**src/rtl/filter_pkg.sv**
```systemverilog
// Shared definitions for the filter relay driver.
// Holds the FSM state encoding, the serial frame width and the relay width,
// plus a small constant helper used to size the shared dwell counter.
package filter_pkg;

  localparam int FRAME_BITS = 8;
  localparam int RELAY_BITS = 7;

  typedef logic [2:0] state_t;

  localparam state_t ST_IDLE        = 3'd0;
  localparam state_t ST_QUALIFY     = 3'd1;
  localparam state_t ST_SHIFT_BREAK = 3'd2;
  localparam state_t ST_WAIT_BREAK  = 3'd3;
  localparam state_t ST_SHIFT_MAKE  = 3'd4;
  localparam state_t ST_WAIT_SETTLE = 3'd5;

  // Largest of three dwell lengths; sizes the one counter shared by all dwells.
  function automatic int max3(input int a, input int b, input int c);
    int m;
    m = (a > b) ? a : b;
    return (m > c) ? m : c;
  endfunction

endpackage

```
**src/rtl/relay_shifter.sv**
```systemverilog
// Serialises one 8-bit frame into a 74HC595-class shift/storage register.
// Per bit: sr_clk high for CLK_DIV cycles, then low for CLK_DIV cycles, MSB
// first; after bit 0 sr_latch is high for CLK_DIV cycles then low for CLK_DIV.
// A frame occupies exactly 18*CLK_DIV cycles starting on the start edge.
// Ports:
//   clock, reset_n   system clock, asynchronous active-low reset
//   start, word      begin a frame with this word (ignored while a frame runs)
//   sr_clk/sr_data/sr_latch  serial interface to the relay driver
//   latch_set        high on the cycle whose edge raises sr_latch
//   done             high on the last cycle of the frame
module relay_shifter
  import filter_pkg::*;
#(
  parameter int CLK_DIV = 4
) (
  input  logic                  clock,
  input  logic                  reset_n,
  input  logic                  start,
  input  logic [FRAME_BITS-1:0] word,
  output logic                  sr_clk,
  output logic                  sr_data,
  output logic                  sr_latch,
  output logic                  latch_set,
  output logic                  done
);

  localparam int DW = (CLK_DIV > 1) ? $clog2(CLK_DIV) : 1;
  localparam logic [DW-1:0] DIV_LAST = DW'(CLK_DIV - 1);
  // Half-periods 0..15 carry the 8 bits, 16 is latch high, 17 is latch low.
  localparam logic [4:0] HALF_LATCH_PRE = 5'd15;
  localparam logic [4:0] HALF_LATCH_HI  = 5'd16;
  localparam logic [4:0] HALF_LAST      = 5'd17;

  logic                  active_r;
  logic [DW-1:0]         div_r;
  logic [4:0]            half_r;
  logic [FRAME_BITS-1:0] word_r;
  logic                  half_end_s;

  // Half-period boundary and the strobes the parent FSM sequences on.
  always_comb begin
    half_end_s = active_r && (div_r == DIV_LAST);
    latch_set  = half_end_s && (half_r == HALF_LATCH_PRE);
    done       = half_end_s && (half_r == HALF_LAST);
  end

  // Frame sequencer: divider, half-period index and serial output registers.
  always_ff @(posedge clock or negedge reset_n) begin
    if (!reset_n) begin
      active_r <= 1'b0;
      div_r    <= '0;
      half_r   <= 5'd0;
      word_r   <= '0;
      sr_clk   <= 1'b0;
      sr_data  <= 1'b0;
      sr_latch <= 1'b0;
    end else if (!active_r) begin
      if (start) begin
        // The frame MSB is always 0 and sr_data idles at 0, so the first
        // sr_clk rise never sees the data line move.
        active_r <= 1'b1;
        div_r    <= '0;
        half_r   <= 5'd0;
        sr_clk   <= 1'b1;
        sr_data  <= word[FRAME_BITS-1];
        word_r   <= {word[FRAME_BITS-2:0], 1'b0};
      end
    end else if (half_end_s) begin
      div_r <= '0;
      if (half_r == HALF_LAST) begin
        active_r <= 1'b0;
      end else begin
        half_r <= half_r + 5'd1;
        case (half_r)
          HALF_LATCH_PRE: sr_latch <= 1'b1;
          HALF_LATCH_HI:  sr_latch <= 1'b0;
          default: begin
            if (half_r[0]) begin
              sr_clk <= 1'b1;
            end else begin
              // Falling edge: present the next bit while sr_clk is low.
              sr_clk  <= 1'b0;
              sr_data <= word_r[FRAME_BITS-1];
              word_r  <= {word_r[FRAME_BITS-2:0], 1'b0};
            end
          end
        endcase
      end
    end else begin
      div_r <= div_r + DW'(1);
    end
  end

endmodule

```
**src/rtl/filter_relay_driver.sv**
```systemverilog
// Band-filter relay driver. Qualifies a change of the requested relay pattern,
// defers it while transmitting, then performs break-before-make: an all-zero
// frame, a break dwell, the target frame, and a settle dwell. TX is inhibited
// from the start of the break frame to the end of settle.
// Ports:
//   clock, reset_n   system clock, asynchronous active-low reset
//   selected_filter  requested relay pattern (registered upstream)
//   ptt              transmit active; blocks the start of a switch
//   sr_clk/sr_data/sr_latch  serial interface to the relay driver
//   filter_active    pattern last latched into the relays
//   busy, tx_inhibit high while a switch sequence is in progress
module filter_relay_driver
  import filter_pkg::*;
#(
  parameter int CLK_DIV       = 4,
  parameter int STABLE_CYCLES = 1024,
  parameter int BREAK_CYCLES  = 2048,
  parameter int SETTLE_CYCLES = 4096
) (
  input  logic                  clock,
  input  logic                  reset_n,
  input  logic [RELAY_BITS-1:0] selected_filter,
  input  logic                  ptt,
  output logic                  sr_clk,
  output logic                  sr_data,
  output logic                  sr_latch,
  output logic [RELAY_BITS-1:0] filter_active,
  output logic                  busy,
  output logic                  tx_inhibit
);

  localparam int CW = $clog2(max3(STABLE_CYCLES, BREAK_CYCLES, SETTLE_CYCLES)) + 1;
  localparam logic [CW-1:0] STABLE_C = CW'(STABLE_CYCLES);
  localparam logic [CW-1:0] BREAK_C  = CW'(BREAK_CYCLES);
  localparam logic [CW-1:0] SETTLE_C = CW'(SETTLE_CYCLES);
  localparam logic [CW-1:0] CNT_ONE  = CW'(1);

  state_t                  state_r;
  logic [RELAY_BITS-1:0]   target_r;
  logic [CW-1:0]           cnt_r;
  logic                    go_s;
  logic                    make_go_s;
  logic                    start_s;
  logic [FRAME_BITS-1:0]   word_s;
  logic                    latch_set_s;
  logic                    done_s;

  // Frame launch decisions; both frames are started on the edge that
  // enters the corresponding shift state.
  always_comb begin
    go_s      = (state_r == ST_QUALIFY) && (selected_filter != filter_active) &&
                (selected_filter == target_r) && (cnt_r == STABLE_C) && !ptt;
    make_go_s = (state_r == ST_WAIT_BREAK) && (cnt_r == BREAK_C);
    start_s   = go_s || make_go_s;
    if (go_s) begin
      word_s = '0;
    end else begin
      word_s = {1'b0, target_r};
    end
  end

  relay_shifter #(
    .CLK_DIV (CLK_DIV)
  ) u_shifter (
    .clock     (clock),
    .reset_n   (reset_n),
    .start     (start_s),
    .word      (word_s),
    .sr_clk    (sr_clk),
    .sr_data   (sr_data),
    .sr_latch  (sr_latch),
    .latch_set (latch_set_s),
    .done      (done_s)
  );

  // Switch sequencing FSM with one dwell counter reused by every wait state.
  always_ff @(posedge clock or negedge reset_n) begin
    if (!reset_n) begin
      state_r       <= ST_IDLE;
      target_r      <= '0;
      cnt_r         <= '0;
      filter_active <= '0;
      busy          <= 1'b0;
      tx_inhibit    <= 1'b0;
    end else begin
      case (state_r)
        ST_IDLE: begin
          if (selected_filter != filter_active) begin
            state_r  <= ST_QUALIFY;
            target_r <= selected_filter;
            cnt_r    <= CNT_ONE;
          end
        end
        ST_QUALIFY: begin
          if (selected_filter == filter_active) begin
            state_r <= ST_IDLE;
            cnt_r   <= '0;
          end else if (selected_filter != target_r) begin
            target_r <= selected_filter;
            cnt_r    <= CNT_ONE;
          end else if (go_s) begin
            state_r    <= ST_SHIFT_BREAK;
            cnt_r      <= '0;
            busy       <= 1'b1;
            tx_inhibit <= 1'b1;
          end else if (cnt_r != STABLE_C) begin
            cnt_r <= cnt_r + CNT_ONE;
          end
          // At the terminal count with ptt high the counter simply holds.
        end
        ST_SHIFT_BREAK: begin
          if (done_s) begin
            state_r <= ST_WAIT_BREAK;
            cnt_r   <= CNT_ONE;
          end
        end
        ST_WAIT_BREAK: begin
          if (make_go_s) begin
            state_r <= ST_SHIFT_MAKE;
            cnt_r   <= '0;
          end else begin
            cnt_r <= cnt_r + CNT_ONE;
          end
        end
        ST_SHIFT_MAKE: begin
          if (latch_set_s) begin
            filter_active <= target_r;
          end
          if (done_s) begin
            state_r <= ST_WAIT_SETTLE;
            cnt_r   <= CNT_ONE;
          end
        end
        ST_WAIT_SETTLE: begin
          if (cnt_r == SETTLE_C) begin
            state_r    <= ST_IDLE;
            cnt_r      <= '0;
            busy       <= 1'b0;
            tx_inhibit <= 1'b0;
          end else begin
            cnt_r <= cnt_r + CNT_ONE;
          end
        end
        default: begin
          state_r    <= ST_IDLE;
          cnt_r      <= '0;
          busy       <= 1'b0;
          tx_inhibit <= 1'b0;
        end
      endcase
    end
  end

endmodule

```
**config.mk**
```make
export PLATFORM = sky130hd
export DESIGN_NAME = filter_relay_driver
export DESIGN_NICKNAME = d
export VERILOG_FILES = /design/src/rtl/filter_pkg.sv /design/src/rtl/relay_shifter.sv /design/src/rtl/filter_relay_driver.sv
export SDC_FILE = /design/constraint.sdc
export NUM_CORES = 1
export LEC_CHECK = 0
export ABC_AREA = 1
export CORE_MARGIN = 5
export CORE_UTILIZATION = 59
export DETAILED_ROUTE_END_ITERATION = 7
export GPL_TIMING_DRIVEN = 0
export PLACE_DENSITY = 0.77
export SYNTH_ARGS = -nofsm -noshare
export SYNTH_HDL_FRONTEND = slang
export SYNTH_SLANG_ARGS = --single-unit
```
**constraint.sdc**
```tcl
create_clock -name clock -period 2.1 [get_ports clock]
set_input_delay 0.21 -clock clock [delete_from_list [all_inputs] [get_ports clock]]
set_output_delay 0.21 -clock clock [all_outputs]
set_load 0.03 [all_outputs]
```
=== After elaboration in Yosys (flattened, before gate mapping) ===
Index checks and enable logic that the tools add are counted.
W data, S select, Z words.

* Register bits after elaboration: 50
* Bits of input ports: 10
* Output and inout port bits: 12
* Logic and storage cells: 135

* Add/subtract/negate cells: 3
* Equal/unequal tests: 34
* Muxes and demuxes: 58
* Bitwise operators: 2
* Reductions and logical operators: 26

{| class="wikitable"
|+ Operators by type and width
! cell !! count
|-
| $mux W13 || 8
|-
| $pmux W13 S5 || 1
|-
| $mux W8 || 6
|-
| $mux W7 || 4
|-
| $mux W3 || 8
|-
| $ne A2 B2 Y1 const B || 12
|-
| $mux W1 || 20
|-
| $mux W5 || 4
|-
| $pmux W3 S6 || 1
|-
| $eq A7 B7 Y1 || 2
|-
| $ne A7 B7 Y1 || 2
|-
| $pmux W7 S2 || 1
|-
| $add A13 B1 Y13 const B || 1
|-
| $eq A13 B11 Y1 const B || 1
|-
| $eq A13 B12 Y1 const B || 1
|-
| $eq A13 B13 Y1 const B || 1
|-
| $ne A13 B11 Y1 const B || 1
|-
| $reduce_and A4 Y1 || 3
|-
| $eq A5 B5 Y1 const B || 2
|-
| $reduce_and A5 Y1 || 2
|-
| $logic_and A1 B1 Y1 || 8
|-
| $reduce_and A7 Y1 || 1
|-
| $eq A3 B2 Y1 const B || 2
|-
| $eq A3 B3 Y1 const B || 2
|-
| 21 further kinds || 29
|}

=== Longest topological paths before layout ===
Gate-level depths: netlist of run 1.

* Depth after elaboration: 9
* Gate-level depth with buffers: 14
* Depth with buffers taken out: 13

=== Cells and area by module ===
Synthesis of run 1 repeated with hierarchy kept, for this count alone.

* Cells, all modules: 448
* Area, all modules: 3268.1 µm²

{| class="wikitable"
|+ Modules (own cells, without submodules)
! module !! instances !! cells an instance !! area each (µm²) !! sequential area each (µm²)
|-
| filter_relay_driver || 1 || 314 || 2175.8 || 775.7
|-
| relay_shifter || 1 || 134 || 1092.3 || 450.4
|}

=== Worst setup path before layout of run 1 ===
No wires, ideal clock.

* Path type: register -> register
* Start: register cnt_r[0]
* End: register u_shifter.sr_data
* Setup time: 0.065 ns
* Data arrival time: 1.748 ns
* Required time: 2.035 ns
* Slack: 0.287 ns
* Stages on the path, launching flop included: 12
* Buffers on the path: 1
* Period minus slack after synthesis: 1.813 ns
* Path through: dfrtp_1 > inv_1 > ha_1 > nand3_1 > nor2_2 > nand2_1 > nor2_2 > nand4_4 > a21oi_4 > buf_6 > nand4_1 > nand2_1

* Word-level cells in the longest chain between the ends: 6
* Elaborated cells between the ends (all ways): 8
* Those cells by class: eq/ne (2); reduce/logical (6)

{| class="wikitable"
|+ RTL lines
! element !! line !! RTL
|-
| from (decl) || filter_relay_driver.sv:40 || <nowiki>logic [CW-1:0] cnt_r;</nowiki>
|-
| from (signal assigned) || filter_relay_driver.sv:107 || <nowiki>cnt_r <= cnt_r + CNT_ONE;</nowiki>
|-
| from (signal assigned) || filter_relay_driver.sv:122 || <nowiki>cnt_r <= cnt_r + CNT_ONE;</nowiki>
|-
| from (signal assigned) || filter_relay_driver.sv:141 || <nowiki>cnt_r <= cnt_r + CNT_ONE;</nowiki>
|-
| $eq A13 B11 Y1 || filter_relay_driver.sv:52 || <nowiki>(selected_filter == target_r) && (cnt_r == STABLE_C) && !ptt;</nowiki>
|-
| $logic_and A1 B1 Y1 (2 in a row) || filter_relay_driver.sv:52 ||
|-
| $logic_or A1 B1 Y1 (*) || filter_relay_driver.sv:54 || <nowiki>start_s = go_s || make_go_s;</nowiki>
|-
| $reduce_bool A2 Y1 (no line) (*) || n/a ||
|-
| $reduce_and A5 Y1 (no line) (*) || n/a ||
|-
| to (signal assigned) || relay_shifter.sv:65 || <nowiki>sr_data <= word[FRAME_BITS-1];</nowiki>
|-
| to (signal assigned) || relay_shifter.sv:83 || <nowiki>sr_data <= word_r[FRAME_BITS-1];</nowiki>
|-
| to (decl) || relay_shifter.sv:21 || <nowiki>output logic sr_data,</nowiki>
|}

Every way passes the cells marked *; elsewhere a longest branch is shown, timed or not.
A chain may end at the register's enable or synchronous reset.

=== Worst setup path in the final report of run 1 ===
* Start: register cnt_r[0]
* End: register u_shifter.word_r[4]

* Word-level cells in the longest chain between the ends: 6
* Elaborated cells between the ends (all ways): 11
* Those cells by class: eq/ne (2); mux (3); reduce/logical (6)

{| class="wikitable"
|+ RTL lines
! element !! line !! RTL
|-
| $eq A13 B11 Y1 || filter_relay_driver.sv:52 ||
|-
| $logic_and A1 B1 Y1 (2 in a row) || filter_relay_driver.sv:52 ||
|-
| $logic_or A1 B1 Y1 or $mux W7 (tied branches) || filter_relay_driver.sv:54, filter_relay_driver.sv:55 ||
|-
| $reduce_bool A2 Y1 (no line) or $mux W8 (tied branches) || n/a ||
|-
| $reduce_and A5 Y1 (no line) or $mux W8 (tied branches) || n/a ||
|-
| to (signal assigned) || relay_shifter.sv:66 || <nowiki>word_r <= {word[FRAME_BITS-2:0], 1'b0};</nowiki>
|-
| to (signal assigned) || relay_shifter.sv:84 || <nowiki>word_r <= {word_r[FRAME_BITS-2:0], 1'b0};</nowiki>
|-
| to (decl) || relay_shifter.sv:37 || <nowiki>logic [FRAME_BITS-1:0] word_r;</nowiki>
|}

Several ways; a longest one is shown, not always the timed one. The select of a mux whose other input is x is not followed.

==> results of run 1 <==
-- synth_stat cells --
| master | instances |
|---|---|
| a21oi_1 | 7 |
| a21oi_2 | 1 |
| a21oi_4 | 1 |
| a31oi_1 | 2 |
| buf_2 | 2 |
| buf_4 | 1 |
| buf_6 | 2 |
| clkbuf_1 | 4 |
| dfrtp_1 | 49 |
| ha_1 | 7 |
| inv_1 | 47 |
| inv_2 | 13 |
| mux2_2 | 1 |
| nand2_1 | 138 |
| nand2_2 | 1 |
| nand3_1 | 25 |
| nand3b_1 | 4 |
| nand4_1 | 13 |
| nand4_4 | 1 |
| nor2_1 | 47 |
| nor2_2 | 5 |
| nor2_4 | 3 |
| nor2_8 | 1 |
| nor3_1 | 11 |
| nor3_2 | 1 |
| nor4_1 | 7 |
| o2111ai_1 | 2 |
| o21a_1 | 1 |
| o21ai_0 | 24 |
| o21ai_2 | 10 |
| o21bai_1 | 1 |
| o22ai_1 | 1 |
| or2_2 | 1 |
| xnor2_1 | 2 |
| xor2_1 | 7 |
-- what timing repair did --
item | CTS | global route
gates resized for setup | 1 | 22
endpoints found under the hold margin | 14 | 0
buffers inserted | 4 | 6
endpoints found under the setup margin | 17 | 41
hold buffers | 1 | 0
pin swaps | 1 | 5
cloned | 0 | 1
-- kinds of logic after synthesis --
kind of cell               after synthesis  share of synthesized area
AOI/OAI and AO/OA                       50                      0.101
xor gates and xnor gates                 9                     0.0249
adders and majority gates                7                     0.0277
buffers and inverters                   69                     0.0886
DFF                                     49                      0.388
muxes                                    1                    0.00356
and+or+nand+nor                        258                      0.366
-- layer usage --
layer,wire length (um),GRT usage
met5,0,0
met3,339,0.0426
met2,3630,0.364
met1,3350,0.279
met4,108,0.0698
-- final cells by class --
type,instances,share of cell area
multi-input combinational,325,0.453
sequential,49,0.326
timing repair buffer,34,0.0865
inverter,60,0.0599
tap,70,0.0233
clock buffer,5,0.0183
clock inverter,3,0.0173
buffer,9,0.0160
-- power breakdown --
part / internal [mW] / switching (mW) / total [mW] / leakage, nW
Combinational: 0.0348 / 0.0560 / 0.0908 / 1.12
Clock: 0.473 / 0.334 / 0.808 / 0.0681
Sequential: 0.950 / 0.00606 / 0.956 / 0.626
-- worst reg2reg max path: stages (launching register included) --
cell and delay (ns):
dfrtp_2 0.46, inv_2 0.08, ha_1 0.16, nand3_2 0.10
nor2_4 0.14, buf_4 0.13, nand3_1 0.11, nand2_1 0.10
inv_2 0.06, a21oi_4 0.27, buf_6 0.16, nand4_1 0.07
nand2_1 0.08
-- through the flow --
step            util  instance area, sq um  power (mW)  hold WS [ns]  TNS [ns]
2_1_floorplan      -                  3160        1.01       -0.0856         0
3_3_place_gp   0.669                  3460        1.06         0.457    -33.91
3_5_place_dp   0.672                  3470        1.06         0.150     -4.82
4_1_cts        0.706                  3650        1.86         0.366         0
5_1_grt        0.727                  3760        1.92         0.383   -0.0266
6_report       0.727                  3760        1.85         0.359         0
-- flip-flops by register name, summed over array words and instances (netlist names) --
signal              cells
filter_active           7
u_shifter.sr_data       1
u_shifter.active_r      1
u_shifter.sr_clk        1
u_shifter.sr_latch      1
u_shifter.half_r        5
u_shifter.word_r        7
u_shifter.div_r         2
target_r                7
cnt_r                  13
state_r                 3
tx_inhibit              1
-- path summary, 6_finish.rpt --
kind                                      from                   to  slack (ns)  cells after the start
min reg2reg                u_shifter.word_r[5]  u_shifter.word_r[5]        0.49                      2
max                                   cnt_r[0]  u_shifter.word_r[4]        0.13                     12
max in group asynchronous              reset_n             cnt_r[0]        1.21                      3
max reg2reg                           cnt_r[0]  u_shifter.word_r[4]        0.13                     12
min in group clock         u_shifter.word_r[5]  u_shifter.word_r[5]        0.49                      2
min                                    reset_n            cnt_r[12]        0.36                      2
==> results.md, run 1 <==
- Status: completed
- Initial antenna violation count: 0
- Number of H-tree levels: 2
- Net Count, Synth: 460
- DR pass1 iterations: 4
- VDD IR max: 359 uV
- Worst slack at placement: -0.203 ns
- Worst slew pin tran: 0.479 ns
- Worst slew margin: 0.681
- CTS Buf Count: 5
- Post-Route WL: 7430 um
- Number of synthesized register bits: 49
- Via/cell ratio: 5.42
- Diode count: 0
- Die ar.: 0.00692 sq mm
- Post-Layout Cell Count: 555
- I/O pins: 22
- Share of layout cells above drive strength 1: 0.161
- # port buffers: 21
- Hold Path Class: primary input to async pin
- Reg area: 0.00123 sq mm
- Max FO, Critical Path: 7
- Final period util: 0.939
- Hpwl dp: 5300 um
- Number of global-route vias before repair: 2795
- # placed instances: 535
- CTS tree: built
- Die width: 83.2 um
- Critical path type: register to register
- Power Density: 493 mW/mm^2
- Multi-input combinational cell area: 0.00170 sq mm
- Clock tree buffer depth: 2
- Hold Fails Final Rpt: 0
- Initial Utilization: 0.611
- Pins over their slew limit: 0
- Final setup vio count: 0
- Clock Latency Late Sink: 0.30 ns
- Syn Inst Count: 443
- Synth warnings: 0
- CTS Sinks: 49
- Final #Nets: 501
- Synth-to-layout area growth: 19.0%
- Global Route Usage Sum: 0.216
- Yosys cell types: 35
- Slowest cell on crit path: dfrtp_2
- Critical Path Source Type: register
- Initial DRC count: 215
- Commonest non-fill, non-tap cell in the layout: nand2_1
- Gpl congestion: 0.877
- Via count: 3007
- Drt drc: 0
- First-pass GRT wire length: 12500 um
- Wire length per cell: 13.4 um
- Rows: 26
- Crit path max-delay family: simple AND/OR/NAND/NOR gates
- Synth top area cells: dfrtp_1 39%, nand2_1 16%, inv_1 5.6%
- CP bufs+invs: 4
- Reg clk slew, reported paths: 0.10 ns
- CP required: 2.34 ns
- Min cycle time layout: 1.97 ns
- Root buffer cell: clkbuf_8
- Max-cap viol count: 0
- P_leak: 1.81 nW
- Post-synthesis sequential area ratio: 0.388
- Die span in y: 83.2 um
- Commonest cells after routing, fill and taps aside: 136 x nand2_1, 48 x dfrtp_1, 46 x inv_1, 43 x nor2_1
- Critical Path AT: 2.21 ns
- Crit path cell chain: inv_2, ha_1, nand3_2, nor2_4, buf_4, nand3_1, nand2_1, inv_2, a21oi_4, buf_6, nand4_1, nand2_1
- CP max stage delay: 0.46 ns
- Area leader, netlist: dfrtp_1
- Antenna Nets Post-Route: 0
- Layout filler cell count: 401
- Synthesized area: 0.00316 sq mm
- Clock skew: 0.00954 ns
- Grt total ovfl: 0
- Pin count of the biggest net entering global routing: 36
- Top cell type's share of synthesized area: 0.388
- FMAX: 507 MHz
- Mean Syn Cell Area: 7.14 sq um
- Core Region: 0.00517 sq mm
- Setup ws final: 0.128 ns
- Crit end category: register
Note: power is estimated with default switching activity, not from simulation.
==> inputs of run 2 (changes only) <==
- ABC_CLOCK_PERIOD_IN_PS: not set -> 2100
- CORE_MARGIN: 5 -> not set
- PLACE_DENSITY: 0.77 -> 0.85
==> results.md, run 2 (synthesized netlist as in run 1, its figures left out) <==
- Status: completed
- Final #Nets: 500 (-0.20%)
- I/O pins: 22 (unchanged)
- Critical Path Source Type: register
- Worst slew pin tran: 0.449 ns (-0.0303 ns)
- Post-Layout Cell Count: 554 (-0.18%)
- Reg clk slew, reported paths: 0.09 ns (about the same)
- Clock Latency Late Sink: 0.30 ns (about the same)
- Crit path max-delay family: simple AND/OR/NAND/NOR gates
- Critical Path AT: 2.25 ns (+0.04 ns)
- DR WL met3: 369 um (+8.8%)
- VDD IR max: 363 uV (+1.0%)
- Number of H-tree levels: 2 (unchanged)
- Pins over their slew limit: 0 (unchanged)
- Setup_tns: 0 ns (unchanged)
- Slowest cell on crit path: dfrtp_2
- Met1 WL: 3240 um (-3.2%)
- Clock skew: 0.00722 ns (-0.00232 ns)
- Crit end category: register
- Pin count of the biggest net entering global routing: 41 (+14%)
- Rows: 26 (unchanged)
- Crit path cell chain: inv_2, ha_2, nand3_2, nor2_4, buf_4, nand3_2, nand2_2, inv_2, a21oi_4, buf_4, buf_6, nand4_1, nand2_1
- Total chip power: 1.75 mW (-5.6%)
- Clock tree buffer depth: 2 (unchanged)
- Number of global-route vias before repair: 2737 (-2.1%)
- Top sig layer: met4
- Diode count: 0 (unchanged)
- Grt total ovfl: 0 (unchanged)
- Drt drc: 0 (unchanged)
- Final period util: 0.957 (+0.0179)
- WHS: 0.256 ns (-0.103 ns)
- Layout Utilization: 0.727 (-0.000752)
- Via/cell ratio: 5.43 (+0.21%)
- Worst slew margin: 0.698 (+0.0170)
- Die span in y: 75.2 um (-9.6%)
- Critical path type: register to register
- Die width: 75.2 um (-9.6%)
- Cell Area, Placed: 0.00347 sq mm (unchanged)
- Core Region: 0.00514 sq mm (-0.63%)
- Hold Fails Final Rpt: 0 (unchanged)
- CTS Sinks: 49 (unchanged)
- Min cycle time layout: 2.01 ns (+0.0377 ns)
- Share of layout cells above drive strength 1: 0.155 (-0.00587)
- Final setup vio count: 0 (unchanged)
- First-pass GRT wire length: 11800 um (-5.4%)
- Wire length per cell: 13.4 um (+0.25%)
- Root buffer cell: clkbuf_8
- Reg-to-reg endpoint: u_shifter.word_r[2]
- Max FO, Critical Path: 6 (-1)
- Power Density: 469 mW/mm^2 (-4.9%)
- CTS tree: built
- Via count: 3008 (+0.033%)
- Commonest non-fill, non-tap cell in the layout: nand2_1
- Worst slack at placement: -0.195 ns (+0.00809 ns)
- Met2 WL: 3670 um (+1.1%)
- Initial antenna violation count: 0 (unchanged)
- Reg2Reg Depth: 13 (+1)
- CP required: 2.34 ns (about the same)
- CP max stage delay: 0.47 ns (about the same)
- Antenna Nets Post-Route: 0 (unchanged)
- Design area: 0.00373 sq mm (-0.73%)
- DR pass1 iterations: 5 (+1)
- Largest reg by FF count: cnt_r
- FMAX: 498 MHz (-1.9%)
- Gpl congestion: 0.918 (+4.7%)
- Hold Path Class: primary input to register
- CTS Buf Count: 5 (unchanged)
- Worst R2R Start: cnt_r[0]
- Global Route Usage Sum: 0.278 (+0.0618)
- Largest register FFs: 13 (unchanged)
- # placed instances: 535 (unchanged)
- # port buffers: 21 (unchanged)
- Flop-to-flop setup slack: 0.09 ns (-0.04 ns)
- Setup ws final: 0.0901 ns (-0.0377 ns)
- P_leak: 1.81 nW (-0.21%)
- Initial Utilization: 0.615 (+0.00387)
- Die ar.: 0.00566 sq mm (-18%)
- Post-Route WL: 7430 um (about the same)
- Hold wc startpoint: selected_filter[3]
- CP bufs+invs: 5 (+1)
- Hold Crit Depth: 3
- Synth-to-layout area growth: 18.1%
- Max-cap viol count: 0 (unchanged)
- Hpwl dp: 5290 um (about the same)
- Hold Path Sink: target_r[3]
- Initial DRC count: 211 (-1.9%)
- Commonest cells after routing, fill and taps aside: 135 x nand2_1, 48 x dfrtp_1, 46 x inv_1, 46 x nor2_1
==> run 2: cell count changes in the layout (fill, tap and decap cells not counted), moves of 2 or more <==
| cell | change |
|---|---|
| buf_4 | -4 |
| nor2_1 | +3 |
| nor2_2 | -3 |
| buf_2 | +2 |
==> run 2: worst max path at each step <==
stage                             startpoint  cells past startpoint             endpoint  slack, ns
after floorplan                     cnt_r[0]                     11    u_shifter.sr_data       0.29
after CTS                           cnt_r[0]                     11  u_shifter.word_r[3]      0.002
after global placement               reset_n                      1     u_shifter.sr_clk      -0.60
after global routing                cnt_r[0]                     14     u_shifter.sr_clk     -0.008
after detailed placement  selected_filter[2]                     15             cnt_r[0]      -0.19
final                               cnt_r[0]                     13  u_shifter.word_r[2]       0.09
==> run 2: report_power, final <==
| group | switching [mW] | internal, mW |
|---|---|---|
| logic | 0.0548 | 0.0340 |
| clock network | 0.317 | 0.389 |
| registers | 0.00551 | 0.949 |
| total | 0.378 | 1.37 |
==> run 2: cell type report <==
cell class / instances / area (sq um)
clock inverter: 1 / 30.0
multi-input combinational: 325 / 1700
inverter: 60 / 225
fill: 411 / 1410
tap: 70 / 87.6
timing repair buffer: 33 / 322
sequential: 49 / 1230
buffer: 9 / 57.6
clock buffer: 7 / 86.3
==> run 2: worst min-delay path, stage by stage <==
cell and delay (ns):
dlymetal6s2s_1 0.17, nand2_1 0.07, o21ai_0 0.07
==> run 2: layer usage <==
metal  track usage  vias to the layer above
met5             0                        -
met4        0.0988                        0
met3        0.0602                       16
met2         0.486                      106
met1         0.340                     1382
li1              -                     1504
==> run 2: what timing repair did <==
action / in CTS / in global routing
pin swaps: 2 / 8
setup endpoints to repair: 19 / 40
hold buffers: 1 / 0
setup buffers: 3 / 6
gates cloned: 0 / 1
hold endpoints to repair: 9 / 0
gates resized for setup: 3 / 19
